### config.mk
export PLATFORM = sky130hd
export DESIGN_NAME = muldiv_cmd_sequencer
export DESIGN_NICKNAME = d
export VERILOG_FILES = /design/src/rtl/muldiv_cmd_sequencer.sv
export SDC_FILE = /design/constraint.sdc
export NUM_CORES = 1
export LEC_CHECK = 0
export CAP_MARGIN = 20
export CELL_PAD_IN_SITES_DETAIL_PLACEMENT = 1
export CELL_PAD_IN_SITES_GLOBAL_PLACEMENT = 2
export CORE_ASPECT_RATIO = 1.75
export CORE_UTILIZATION = 35
export DETAILED_ROUTE_END_ITERATION = 10
export PLACE_DENSITY = 0.83
export SLEW_MARGIN = 20
export SYNTH_ARGS = -nofsm -noshare
export SYNTH_HDL_FRONTEND = slang
export SYNTH_SLANG_ARGS = --single-unit
### constraint.sdc
create_clock -name clk -period 5.6 [get_ports clk]
set_input_delay 0.84 -clock clk [delete_from_list [all_inputs] [get_ports clk]]
set_output_delay 0.84 -clock clk [all_outputs]
set_load 0.05 [all_outputs]
### src/rtl/muldiv_cmd_sequencer.sv
// Command sequencer in front of the signed multiply/divide unit: queues operand
// commands, issues them one at a time, and returns results over valid/ready.
module muldiv_cmd_sequencer #(
   parameter int unsigned N       = 4,
   parameter int unsigned DEPTH   = 4,
   parameter int unsigned TIMEOUT = 16
) (
   input  logic                         clk,
   input  logic                         rst,
   input  logic                         in_valid,
   output logic                         in_ready,
   input  logic                         in_sel,
   input  logic [N-1:0]                 in_a,
   input  logic [N-1:0]                 in_b,
   output logic                         du_start,
   output logic                         du_sel,
   output logic [N-1:0]                 du_a,
   output logic [N-1:0]                 du_b,
   input  logic                         du_busy,
   input  logic                         du_valid,
   input  logic                         du_error,
   input  logic [N-1:0]                 du_m,
   input  logic [N-1:0]                 du_r,
   output logic                         out_valid,
   input  logic                         out_ready,
   output logic                         out_sel,
   output logic [N-1:0]                 out_m,
   output logic [N-1:0]                 out_r,
   output logic                         out_error,
   output logic [$clog2(DEPTH+1)-1:0]   count
);

   localparam int unsigned AW = $clog2(DEPTH);
   localparam int unsigned CW = $clog2(DEPTH + 1);
   localparam int unsigned WW = $clog2(TIMEOUT + 1);

   typedef struct packed {
      logic         sel;
      logic [N-1:0] a;
      logic [N-1:0] b;
   } cmd_t;

   typedef enum logic [1:0] {
      IDLE = 2'd0,
      WAIT = 2'd1,
      HOLD = 2'd2
   } state_t;

   state_t         state, state_d;
   cmd_t           mem [DEPTH];
   cmd_t           in_cmd;
   cmd_t           head;
   logic [AW-1:0]  wr_ptr, wr_ptr_d, rd_ptr, rd_ptr_d;
   logic [CW-1:0]  count_d;
   logic           in_ready_d;
   logic           push, pop;
   logic [WW-1:0]  wd, wd_d;
   logic           du_start_d, du_sel_d;
   logic [N-1:0]   du_a_d, du_b_d;
   logic           out_valid_d, out_sel_d, out_error_d;
   logic [N-1:0]   out_m_d, out_r_d;

   // Command FIFO storage; contents need no reset since pointers define validity.
   always_ff @(posedge clk) begin
      if (push) begin
         mem[wr_ptr] <= in_cmd;
      end
   end

   // FIFO pointer and occupancy next-state.
   always_comb begin
      in_cmd     = '{sel: in_sel, a: in_a, b: in_b};
      head       = mem[rd_ptr];
      push       = in_valid & in_ready;
      wr_ptr_d   = push ? wr_ptr + AW'(1) : wr_ptr;
      rd_ptr_d   = pop  ? rd_ptr + AW'(1) : rd_ptr;
      count_d    = count;
      case ({push, pop})
         2'b10:   count_d = count + CW'(1);
         2'b01:   count_d = count - CW'(1);
         default: count_d = count;
      endcase
      in_ready_d = (count_d != CW'(DEPTH));
   end

   // Sequencer next-state and registered-output next values.
   always_comb begin
      state_d     = state;
      pop         = 1'b0;
      wd_d        = wd;
      du_start_d  = 1'b0;
      du_sel_d    = du_sel;
      du_a_d      = du_a;
      du_b_d      = du_b;
      out_valid_d = out_valid;
      out_sel_d   = out_sel;
      out_m_d     = out_m;
      out_r_d     = out_r;
      out_error_d = out_error;
      case (state)
         IDLE: begin
            if (count != '0) begin
               if (!head.sel && (head.b == '0)) begin
                  // Divide-by-zero is answered locally without touching the unit.
                  pop         = 1'b1;
                  out_valid_d = 1'b1;
                  out_sel_d   = 1'b0;
                  out_m_d     = '0;
                  out_r_d     = '0;
                  out_error_d = 1'b1;
                  state_d     = HOLD;
               end else if (!du_busy) begin
                  pop        = 1'b1;
                  du_start_d = 1'b1;
                  du_sel_d   = head.sel;
                  du_a_d     = head.a;
                  du_b_d     = head.b;
                  wd_d       = '0;
                  state_d    = WAIT;
               end
            end
         end
         WAIT: begin
            wd_d = wd + WW'(1);
            // du_start high marks the issue cycle, where responses are not yet sampled.
            if (!du_start && (du_valid || du_error)) begin
               out_valid_d = 1'b1;
               out_sel_d   = du_sel;
               out_m_d     = du_m;
               out_r_d     = du_r;
               out_error_d = du_error;
               state_d     = HOLD;
            end else if (wd_d == WW'(TIMEOUT)) begin
               out_valid_d = 1'b1;
               out_sel_d   = du_sel;
               out_m_d     = '0;
               out_r_d     = '0;
               out_error_d = 1'b1;
               state_d     = HOLD;
            end
         end
         HOLD: begin
            if (out_ready) begin
               out_valid_d = 1'b0;
               state_d     = IDLE;
            end
         end
         default: state_d = IDLE;
      endcase
   end

   // State register.
   always_ff @(posedge clk) begin
      if (rst) begin
         state <= IDLE;
      end else begin
         state <= state_d;
      end
   end

   // Datapath and output registers.
   always_ff @(posedge clk) begin
      if (rst) begin
         wr_ptr    <= '0;
         rd_ptr    <= '0;
         count     <= '0;
         in_ready  <= 1'b1;
         wd        <= '0;
         du_start  <= 1'b0;
         du_sel    <= 1'b0;
         du_a      <= '0;
         du_b      <= '0;
         out_valid <= 1'b0;
         out_sel   <= 1'b0;
         out_m     <= '0;
         out_r     <= '0;
         out_error <= 1'b0;
      end else begin
         wr_ptr    <= wr_ptr_d;
         rd_ptr    <= rd_ptr_d;
         count     <= count_d;
         in_ready  <= in_ready_d;
         wd        <= wd_d;
         du_start  <= du_start_d;
         du_sel    <= du_sel_d;
         du_a      <= du_a_d;
         du_b      <= du_b_d;
         out_valid <= out_valid_d;
         out_sel   <= out_sel_d;
         out_m     <= out_m_d;
         out_r     <= out_r_d;
         out_error <= out_error_d;
      end
   end

endmodule

==> results of run 1 <==
## state kept, by name, summed over array words and instances (netlist names), named ones only
signal and flops:
du_start 1, in_ready 1, count 3, rd_ptr 2
wd 5, out_r 4, du_sel 1, mem 36
out_sel 1, out_error 1, out_m 4, du_b 4
du_a 4, state 2, wr_ptr 2, out_valid 1
## cell usage after synthesis
cell / instances
a22o_1: 8
xnor2_1: 3
o31a_1: 1
fa_1: 1
xor2_1: 2
buf_1: 2
nor2b_1: 3
and4_1: 1
dfxtp_1: 38
o21bai_1: 1
nand4b_1: 1
nand3b_1: 2
nor3b_1: 1
nor4b_1: 1
nand3_1: 10
a32o_1: 3
and3_1: 5
a211oi_1: 1
nand2_1: 11
buf_4: 1
mux2i_1: 5
nor4_1: 1
nor2_1: 13
and2_1: 2
or3_1: 4
a21oi_1: 11
a31oi_1: 5
or4_4: 1
o21ai_2: 1
ha_1: 6
buf_6: 1
a31o_2: 2
o21a_1: 2
nand2b_1: 3
nor3_1: 6
inv_1: 9
o21ai_1: 1
o21ai_0: 4
edfxtp_1: 36
mux4_2: 8
mux4_1: 1
clkbuf_1: 4
mux2_2: 1
## stage by stage
stage / setup slack, ns / hold slack [ns] / util, % / cells / instance area, um^2
after floorplan: 2.37 / 0.469 / - / 223 / 2940
after global placement: 1.93 / 0.453 / 43.8 / 355 / 3510
after detailed placement: 1.88 / 0.456 / 43.8 / 355 / 3510
after CTS: 1.87 / 0.477 / 47.9 / 370 / 3840
after global routing: 1.68 / 0.498 / 47.9 / 370 / 3840
final: 1.95 / 0.473 / 47.9 / 370 / 3840
## where the power goes
part	internal (uW)	switching [uW]	leakage, uW
sequential	655	72.9	0.000640
combinational	231	349	0.000567
clock	430	214	0.000159
## worst max-delay path, cell delays in order (launching register included)
cell	delay [ns]
dfxtp_1	0.68
mux4_2	0.59
or4_4	0.59
o21a_1	0.23
nor2_1	0.14
ha_1	0.19
inv_1	0.06
fa_1	0.37
xor2_1	0.15
nor2_1	0.11
xnor2_1	0.09
or3_1	0.34
## per-layer routing
layer	part of all wire, %	vias up	wire length [um]
met3	3.6	12	234
li1	-	941	-
met4	2.0	0	130
met1	38	949	2440
met5	0	-	0
met2	56	42	3620
## worst max-delay path by stage
stage | end | cells past startpoint | slack (ns) | from
final | in_ready | 11 | 1.95 | register
after global routing | in_ready | 11 | 1.68 | register
after CTS | in_ready | 11 | 1.87 | register
after detailed placement | in_ready | 11 | 1.88 | register
after global placement | in_ready | 11 | 1.93 | register
after floorplan | in_ready | 12 | 2.37 | register
## final cells by class
type                       count  share of cell area, %
clock inverter                 6                   2.77
sequential                    74                   47.9
inverter                       9                  0.879
multi-input combinational    132                   26.7
timing repair buffer          50                   12.9
clock buffer                   9                   5.86
tap                           90                   2.93
## cell families after synthesis
group,count (synthesis)
DFF,74
and+or+nand+nor,65
AOI/OAI and AO/OA,40
buffers and inverters,17
muxes,15
adders and majority gates,7
xor gates and xnor gates,5
==> flow_summary.ini, run 1 <==
[power]
p_total_uw = 1950
irDropWorstVdd_mv = 0.386
power.leakage_uw = 0.00137
p_per_area_nw_per_um2 = 508

[floorplan]
start_util_pct = 36.7
rows = 43
core_um2 = 8020
dieHeight_um = 123
die-area_um2 = 8790
die_w_um = 71.3
ios = 49

[layout]
mostFrequentLayoutCells = clkdlybuf4s50_1 (48), dfxtp_1 (38), edfxtp_1 (36), nor2_1 (13)
drive_above_1_share_pct = 10.4
multiInputGateArea_um2 = 1030
fillers = 811
nNetsFinal = 307
insertedDiodeCount = 0
area_delta_synth_final_pct = 30.5
seq_area_um2 = 1840
final_common_cell = clkdlybuf4s50_1

[clock_network]
clk_pin_slew_worst_paths_ns = 0.06
cts_tree = done
ctsHoldBuffers = 0
h-tree-depth = 3
clock-root-buffer = clkbuf_16
clock_latency_ns = 0.33
cts_sinks = 74
cts_resized = 0
cts_setup_buffers = 0
clockBufferDepth = 2
cts_buffers = 9

[place]
gp_congestion = 0.732
io_buffers = 48
dp_hpwl_mm = 4.63

[worst_setup_path]
setup.worst_path.start_class = register
worstPathRequired_ns = 5.82
worst_r2r_endpoint = in_ready
rr_worst_depth = 11
arrival_ns = 3.87
path_max_fanout = 9
critPathKind = reg2reg
end_kind = register
reg2reg_slack_ns = 1.95

[logic_synthesis]
yosysWarnings = 0
synth_compound_area_share_pct = 9.40
syn_area_per_cell_um2 = 13.2
synth_area_um2 = 2940
synthCells = 223
synth_top_family_by_area = simple AND/OR/NAND/NOR gates
yosysSeqAreaShare_pct = 62.6
synthSimpleGateAreaFrac_pct = 11.6
synth_area_leaders = edfxtp_1 (37%), dfxtp_1 (26%), mux4_2 (6.1%)
synthMuxAreaShare_pct = 9.10
ys_types = 43
synth_fa_ha_area_share_pct = 3.23
synth_seq_cells = 74
synth_top_area_cell = edfxtp_1
yosysTopAreaCellShare_pct = 36.7
synth_xor_xnor_area_share_pct = 1.49
synth_nets = 254

[run_status]
violations = DRC
status = finished, violations left

[timing]
finalCritPeriodShare_pct = 65.2
setup_viol = 0
hold_viol = 0
worst_slew_pin_slew_ns = 0.861
slew_headroom_pct = 42.2
rsz0062_at_grt = false
min_period_ns = 3.65
setup_tns_ns = 0
max_clock_freq_mhz = 274
skew_ns = 0.00505
slew_viol_final = 0

[min_path]
holdPathStages = 1
min-delay-start = out_r[0]
worstHoldPathType = reg2reg
min_to = out_r[0]

[grt]
antenna_found_initial = 0
grt_max_degree = 29
grt_pass1_wl_mm = 10.7
busiest_layer = met2
grt_use_total_pct = 16.6
first_global_vias = 2138
grt_overflow = 0
grtUsageMet1_pct = 16.6
met2_usage_pct = 31.3
grt_util_met3_pct = 3.75

[run]
maxCapViolCount = 0

[detailed_routing]
viasPerCell = 5.25
drt-wirelength-per-cell_um = 17.4
via_count = 1944
wirelength_mm = 6.42
first_iter_violations = 60
drc = 6
drt_pass1_iterations = 7
ant_nets = 0
Note: power is estimated with default switching activity, not from simulation.
==> inputs of run 2 (changes only) <==
Clock period 5.6 ns to 3.46 ns, I/O delays scaled along.
==> run 2 against run 1 <==
  * The flow still finishes with violations (DRC)
  * Sequential power up 61%
  * Wire length increased by 4.5%
  * Final cell count is 1.6% higher
  * Worst setup slack got worse by 1.8 ns
  * Global-route usage increased by 0.41 points
  * Die area did not move
  * First-iteration DRC count is 48% higher
  * Hold slack got worse by 0.0032 ns
  * Clock skew is 0.0029 ns higher
  * Clock power increased by 49%
  * Largest cell class unchanged
  * Largest power group unchanged
  * Highest routed layer unchanged
==> flow_summary.ini, run 2 (synthesis results as in run 1) <==
[run_status]
status = finished, violations left
violations = DRC

[grt]
first_global_vias = 2147
grt_pass1_wl_mm = 10.7
antenna_found_initial = 0
grt_use_total_pct = 17.0
grt_overflow = 0
grt_max_degree = 21

[layout]
final_common_cell = clkdlybuf4s50_1
layoutNonFillerInstCount = 376
top_register = mem
drive_above_1_share_pct = 12.9
reg_top3 = mem (36), wd (5)
utilization_pct = 48.2
largest_reg_flops = 36
mostFrequentLayoutCells = clkdlybuf4s50_1 (48), dfxtp_1 (37), edfxtp_1 (36), nor2_1 (13)
area_delta_synth_final_pct = 31.4
fillers = 828
insertedDiodeCount = 0
nNetsFinal = 312

[clock_network]
cts_buffers = 9
clockBufferDepth = 2
cts_sinks = 74
ctsHoldBuffers = 0
clock-root-buffer = clkbuf_16
h-tree-depth = 3
cts_tree = done
clock_latency_ns = 0.33
clk_pin_slew_worst_paths_ns = 0.06

[timing]
skew_ns = 0.00793
hold_viol = 0
setup_viol = 0
setup_tns_ns = 0
worst_slew_pin_slew_ns = 0.663
min_period_ns = 3.29
slew_viol_final = 0
max_clock_freq_mhz = 304
rsz0062_at_grt = false
slew_headroom_pct = 55.6
finalCritPeriodShare_pct = 95.1

[place]
dp_hpwl_mm = 4.80
dp_cells = 359
gp_congestion = 0.709
io_buffers = 48

[floorplan]
die-area_um2 = 8790
core_um2 = 8020
rows = 43
dieHeight_um = 123
die_w_um = 71.3
ios = 49
start_util_pct = 36.7

[worst_setup_path]
slowest_delay_ns = 0.56
setup.worst_path.end = in_ready
end_kind = register
worstPathRequired_ns = 3.67
path_cells = mux4_2, or4_4, o21a_1, nor2_1, ha_2, inv_1, fa_2, xor2_1, nor2_1, xnor2_1, or3_1
reg2reg_slack_ns = 0.17
cpMostUsedCell = nor2_1
path_max_fanout = 5
arrival_ns = 3.50
rr_worst_depth = 11
worst_r2r_endpoint = in_ready
critPathKind = reg2reg
slowest_stage = or4_4
setup.worst_path.start_class = register

[power]
irDropWorstVdd_mv = 0.508
power.leakage_uw = 0.00138
p_per_area_nw_per_um2 = 808

[detailed_routing]
via_count = 2016
drt-wirelength-per-cell_um = 17.8
drt_pass1_iterations = 7
wirelength_mm = 6.71
drc = 6
ant_nets = 0
first_iter_violations = 89
viasPerCell = 5.36

[run]
maxCapViolCount = 0

[min_path]
worstHoldPathType = reg2reg
run 2: cell types whose count changed in the layout (fill, tap and decap cells not counted):
cell	previous run	this run
ha_1	6	5
clkinv_2	1	2
ha_2	0	1
buf_4	2	7
bufinv_16	3	2
fa_1	1	0
fa_2	0	1
dfxtp_4	0	1
dfxtp_1	38	37
clkbuf_1	0	1
run 2: area by class of cell:
cell class / count / area [um^2] / share of cell area [%]
Multi-Input combinational cell: 132 / 1030 / 26.7
Timing Repair Buffer: 55 / 533 / 13.8
Sequential cell: 74 / 1850 / 47.7
Clock buffer: 10 / 229 / 5.92
Clock inverter: 6 / 81.3 / 2.10
Tap cell: 90 / 113 / 2.91
Inverter: 9 / 33.8 / 0.874
run 2: through the flow:
stage | worst slack (ns) | total power [uW] | hold WS (ns) | area, um^2
2_1_floorplan | 0.229 | 1850 | 0.469 | 2940
3_3_place_gp | 0.115 | 2150 | 0.456 | 3540
3_5_place_dp | 0.0204 | 2170 | 0.464 | 3540
4_1_cts | 0.0667 | 3150 | 0.477 | 3850
5_1_grt | 0.0200 | 3280 | 0.510 | 3870
6_report | 0.168 | 3120 | 0.470 | 3870
run 2: worst min path at each step:
stage / cells after the start / startpoint / end / slack, ns
after detailed placement: 1 / out_r[2] / out_r[2] / 0.46
after global placement: 2 / du_b[1] / du_b[1] / 0.46
after global routing: 1 / out_r[2] / out_r[2] / 0.51
after floorplan: 2 / wd[1] / wd[1] / 0.47
final: 2 / du_b[1] / du_b[1] / 0.47
after CTS: 2 / du_b[1] / du_b[1] / 0.48
run 2: routing by layer:
layer  routed length, um  global-route usage [%]  vias up
li1                    -                       -      952
met1                2390                    15.9     1008
met2                3920                    33.2       46
met3                 258                    3.99       10
met4                 139                    9.13        0
met5                   0                       0        -
run 2: critical path: cells and delay by family, from the launching register on:
kind | cells | cell delay (ns)
buffers and inverters | 1 | 0.06
XOR/XNOR | 2 | 0.26
flip-flops | 1 | 0.39
AND/OR/NAND/NOR | 4 | 1.18
AO/OA/AOI/OAI | 1 | 0.23
multiplexers | 1 | 0.52
adder cells (fa/ha/maj) | 2 | 0.54
run 2: what timing repair did:
item                                    4_1_cts  5_1_grt
pin swaps                                     0        4
endpoints found under the hold margin         0        0
endpoints found under the setup margin        1        1
gates resized for setup                       1        3
setup buffers                                 0        1
run 2: power by group:
group / total (uW) / internal (uW) / switching (uW) / leakage [uW]
Sequential: 1170 / 1060 / 103 / 0.000641
Clock: 962 / 625 / 337 / 0.000150
Combinational: 996 / 403 / 593 / 0.000590
Total: 3120 / 2090 / 1030 / 0.00138
==> inputs of run 3 (changes only) <==
Settings changed: GPL_TIMING_DRIVEN from default to 0.
==> run 3 against run 2 <==
  * The run still ends with DRC left
  * Global-route usage shrank 0.39 points
  * Worst setup slack got worse by 0.012 ns
  * Wire length is 2.0% lower
  * Sequential share of layout area decreased by 0.23 points
  * Highest routed layer unchanged
  * Hold slack better by 0.00059 ns
  * Power increased by 0.10%
  * Core utilization grew 0.20 points
==> flow_summary.ini, run 3 (synthesis results as in run 1) <==
[layout]
final_common_cell = clkdlybuf4s50_1
largest_reg_flops = 36
final_area_um2 = 3880
reg_top3 = mem (36), wd (5)
mostFrequentLayoutCells = clkdlybuf4s50_1 (47), dfxtp_1 (36), edfxtp_1 (36), nor2_1 (12)
layoutNonFillerInstCount = 378
nNetsFinal = 314
top_register = mem
insertedDiodeCount = 0
area_delta_synth_final_pct = 31.9
drive_above_1_share_pct = 13.5

[worst_setup_path]
arrival_ns = 3.51
path_cells = buf_8, mux4_2, or4_4, o21a_4, nor2_4, ha_4, inv_1, fa_1, xor2_1, nor2_1, xnor2_1, or3_1
slowest_stage = or4_4
critPathKind = reg2reg
path_max_fanout = 6
crit_family = simple AND/OR/NAND/NOR gates
setup.worst_path.start_class = register
worstPathRequired_ns = 3.67
critPathBufInv = 2
slowest_delay_ns = 0.57
end_kind = register

[floorplan]
ios = 49
start_util_pct = 36.7
rows = 43
core_um2 = 8020
die_w_um = 71.3
dieHeight_um = 123
die-area_um2 = 8790

[run]
maxCapViolCount = 0

[place]
gp_congestion = 0.732
dp_cells = 360
dp_hpwl_mm = 4.54
dpl_cell_area_um2 = 3530
io_buffers = 47

[clock_network]
clock_latency_ns = 0.33
clockBufferDepth = 2
cts_buffers = 9
clk_pin_slew_worst_paths_ns = 0.06
cts_tree = done
ctsHoldBuffers = 0
h-tree-depth = 3
clock-root-buffer = clkbuf_16
cts_sinks = 74

[detailed_routing]
viasPerCell = 5.30
ant_nets = 0
drt-wirelength-per-cell_um = 17.4
drt_pass1_iterations = 7
via_count = 2002
wirelength_mm = 6.57
first_iter_violations = 69
drc = 6

[timing]
hold_viol = 0
setup_viol = 0
slew_headroom_pct = 42.4
finalCritPeriodShare_pct = 95.5
rsz0062_at_grt = false
slew_viol_final = 0
max_clock_freq_mhz = 303
min_period_ns = 3.30
skew_ns = 0.00342
worst_slew_pin_slew_ns = 0.857

[grt]
grt_pass1_wl_mm = 10.6
grtUsageMet1_pct = 16.5
antenna_found_initial = 0
grt_util_met3_pct = 4.07
first_global_vias = 2103
grt_use_total_pct = 16.6
grt_overflow = 0
busiest_layer = met2
met2_usage_pct = 31.4
grt_max_degree = 15

[power]
power.leakage_uw = 0.00137
irDropWorstVdd_mv = 0.506
p_per_area_nw_per_um2 = 806

[min_path]
worstHoldPathType = reg2reg

[run_status]
status = finished, violations left
violations = DRC
-- run 3: worst reg2reg max path, delay by kind of cell (launching register included) --
kind / cells / cell delay (ns)
XOR/XNOR: 2 / 0.24
flip-flops: 1 / 0.34
adder cells (fa/ha/maj): 2 / 0.51
buffers and inverters: 2 / 0.17
AND/OR/NAND/NOR: 4 / 1.17
AO/OA/AOI/OAI: 1 / 0.23
multiplexers: 1 / 0.52
-- run 3: power breakdown --
part | internal (uW) | switching, uW
Combinational | 420 | 621
Sequential | 1060 | 92.5
Clock | 564 | 370
-- run 3: per-stage QoR --
step	hold WS (ns)	total power, uW	TNS (ns)	worst slack [ns]	utilization [%]
after global routing	0.499	3280	0	0.0219	48.4
after detailed placement	0.456	2170	-0.223	-0.223	44.0
after global placement	0.457	2150	-0.199	-0.199	44.0
after CTS	0.479	3150	0	0.00543	48.1
after floorplan	0.469	1850	0	0.229	-
final	0.471	3130	0	0.156	48.4
-- run 3: layout make-up --
type | count | area [um^2]
timing repair buffer | 50 | 493
inverter | 9 | 33.8
tap | 90 | 113
multi-input combinational | 132 | 1050
sequential | 74 | 1840
clock inverter | 7 | 78.8
fill | 808 | 4130
buffer | 7 | 41.3
clock buffer | 9 | 225
-- run 3: worst paths after layout --
check | from | endpoint | slack [ns] | cells past startpoint
min | out_r[0] | out_r[0] | 0.47 | 1
max reg2reg | register | in_ready | 0.16 | 12
max | register | in_ready | 0.16 | 12
min reg2reg | out_r[0] | out_r[0] | 0.47 | 1
-- run 3: per-layer routing --
metal  wire length (um)  up-vias
met5                  0        -
met4                142        0
met3                251       10
met2               3720       43
met1               2460      992
li1                   -      957
-- run 3: timing repair --
item | in CTS | in global routing
endpoints found under the setup margin | 2 | 1
buffers inserted | 3 | 0
resized for setup | 3 | 5
pin swaps | 1 | 3
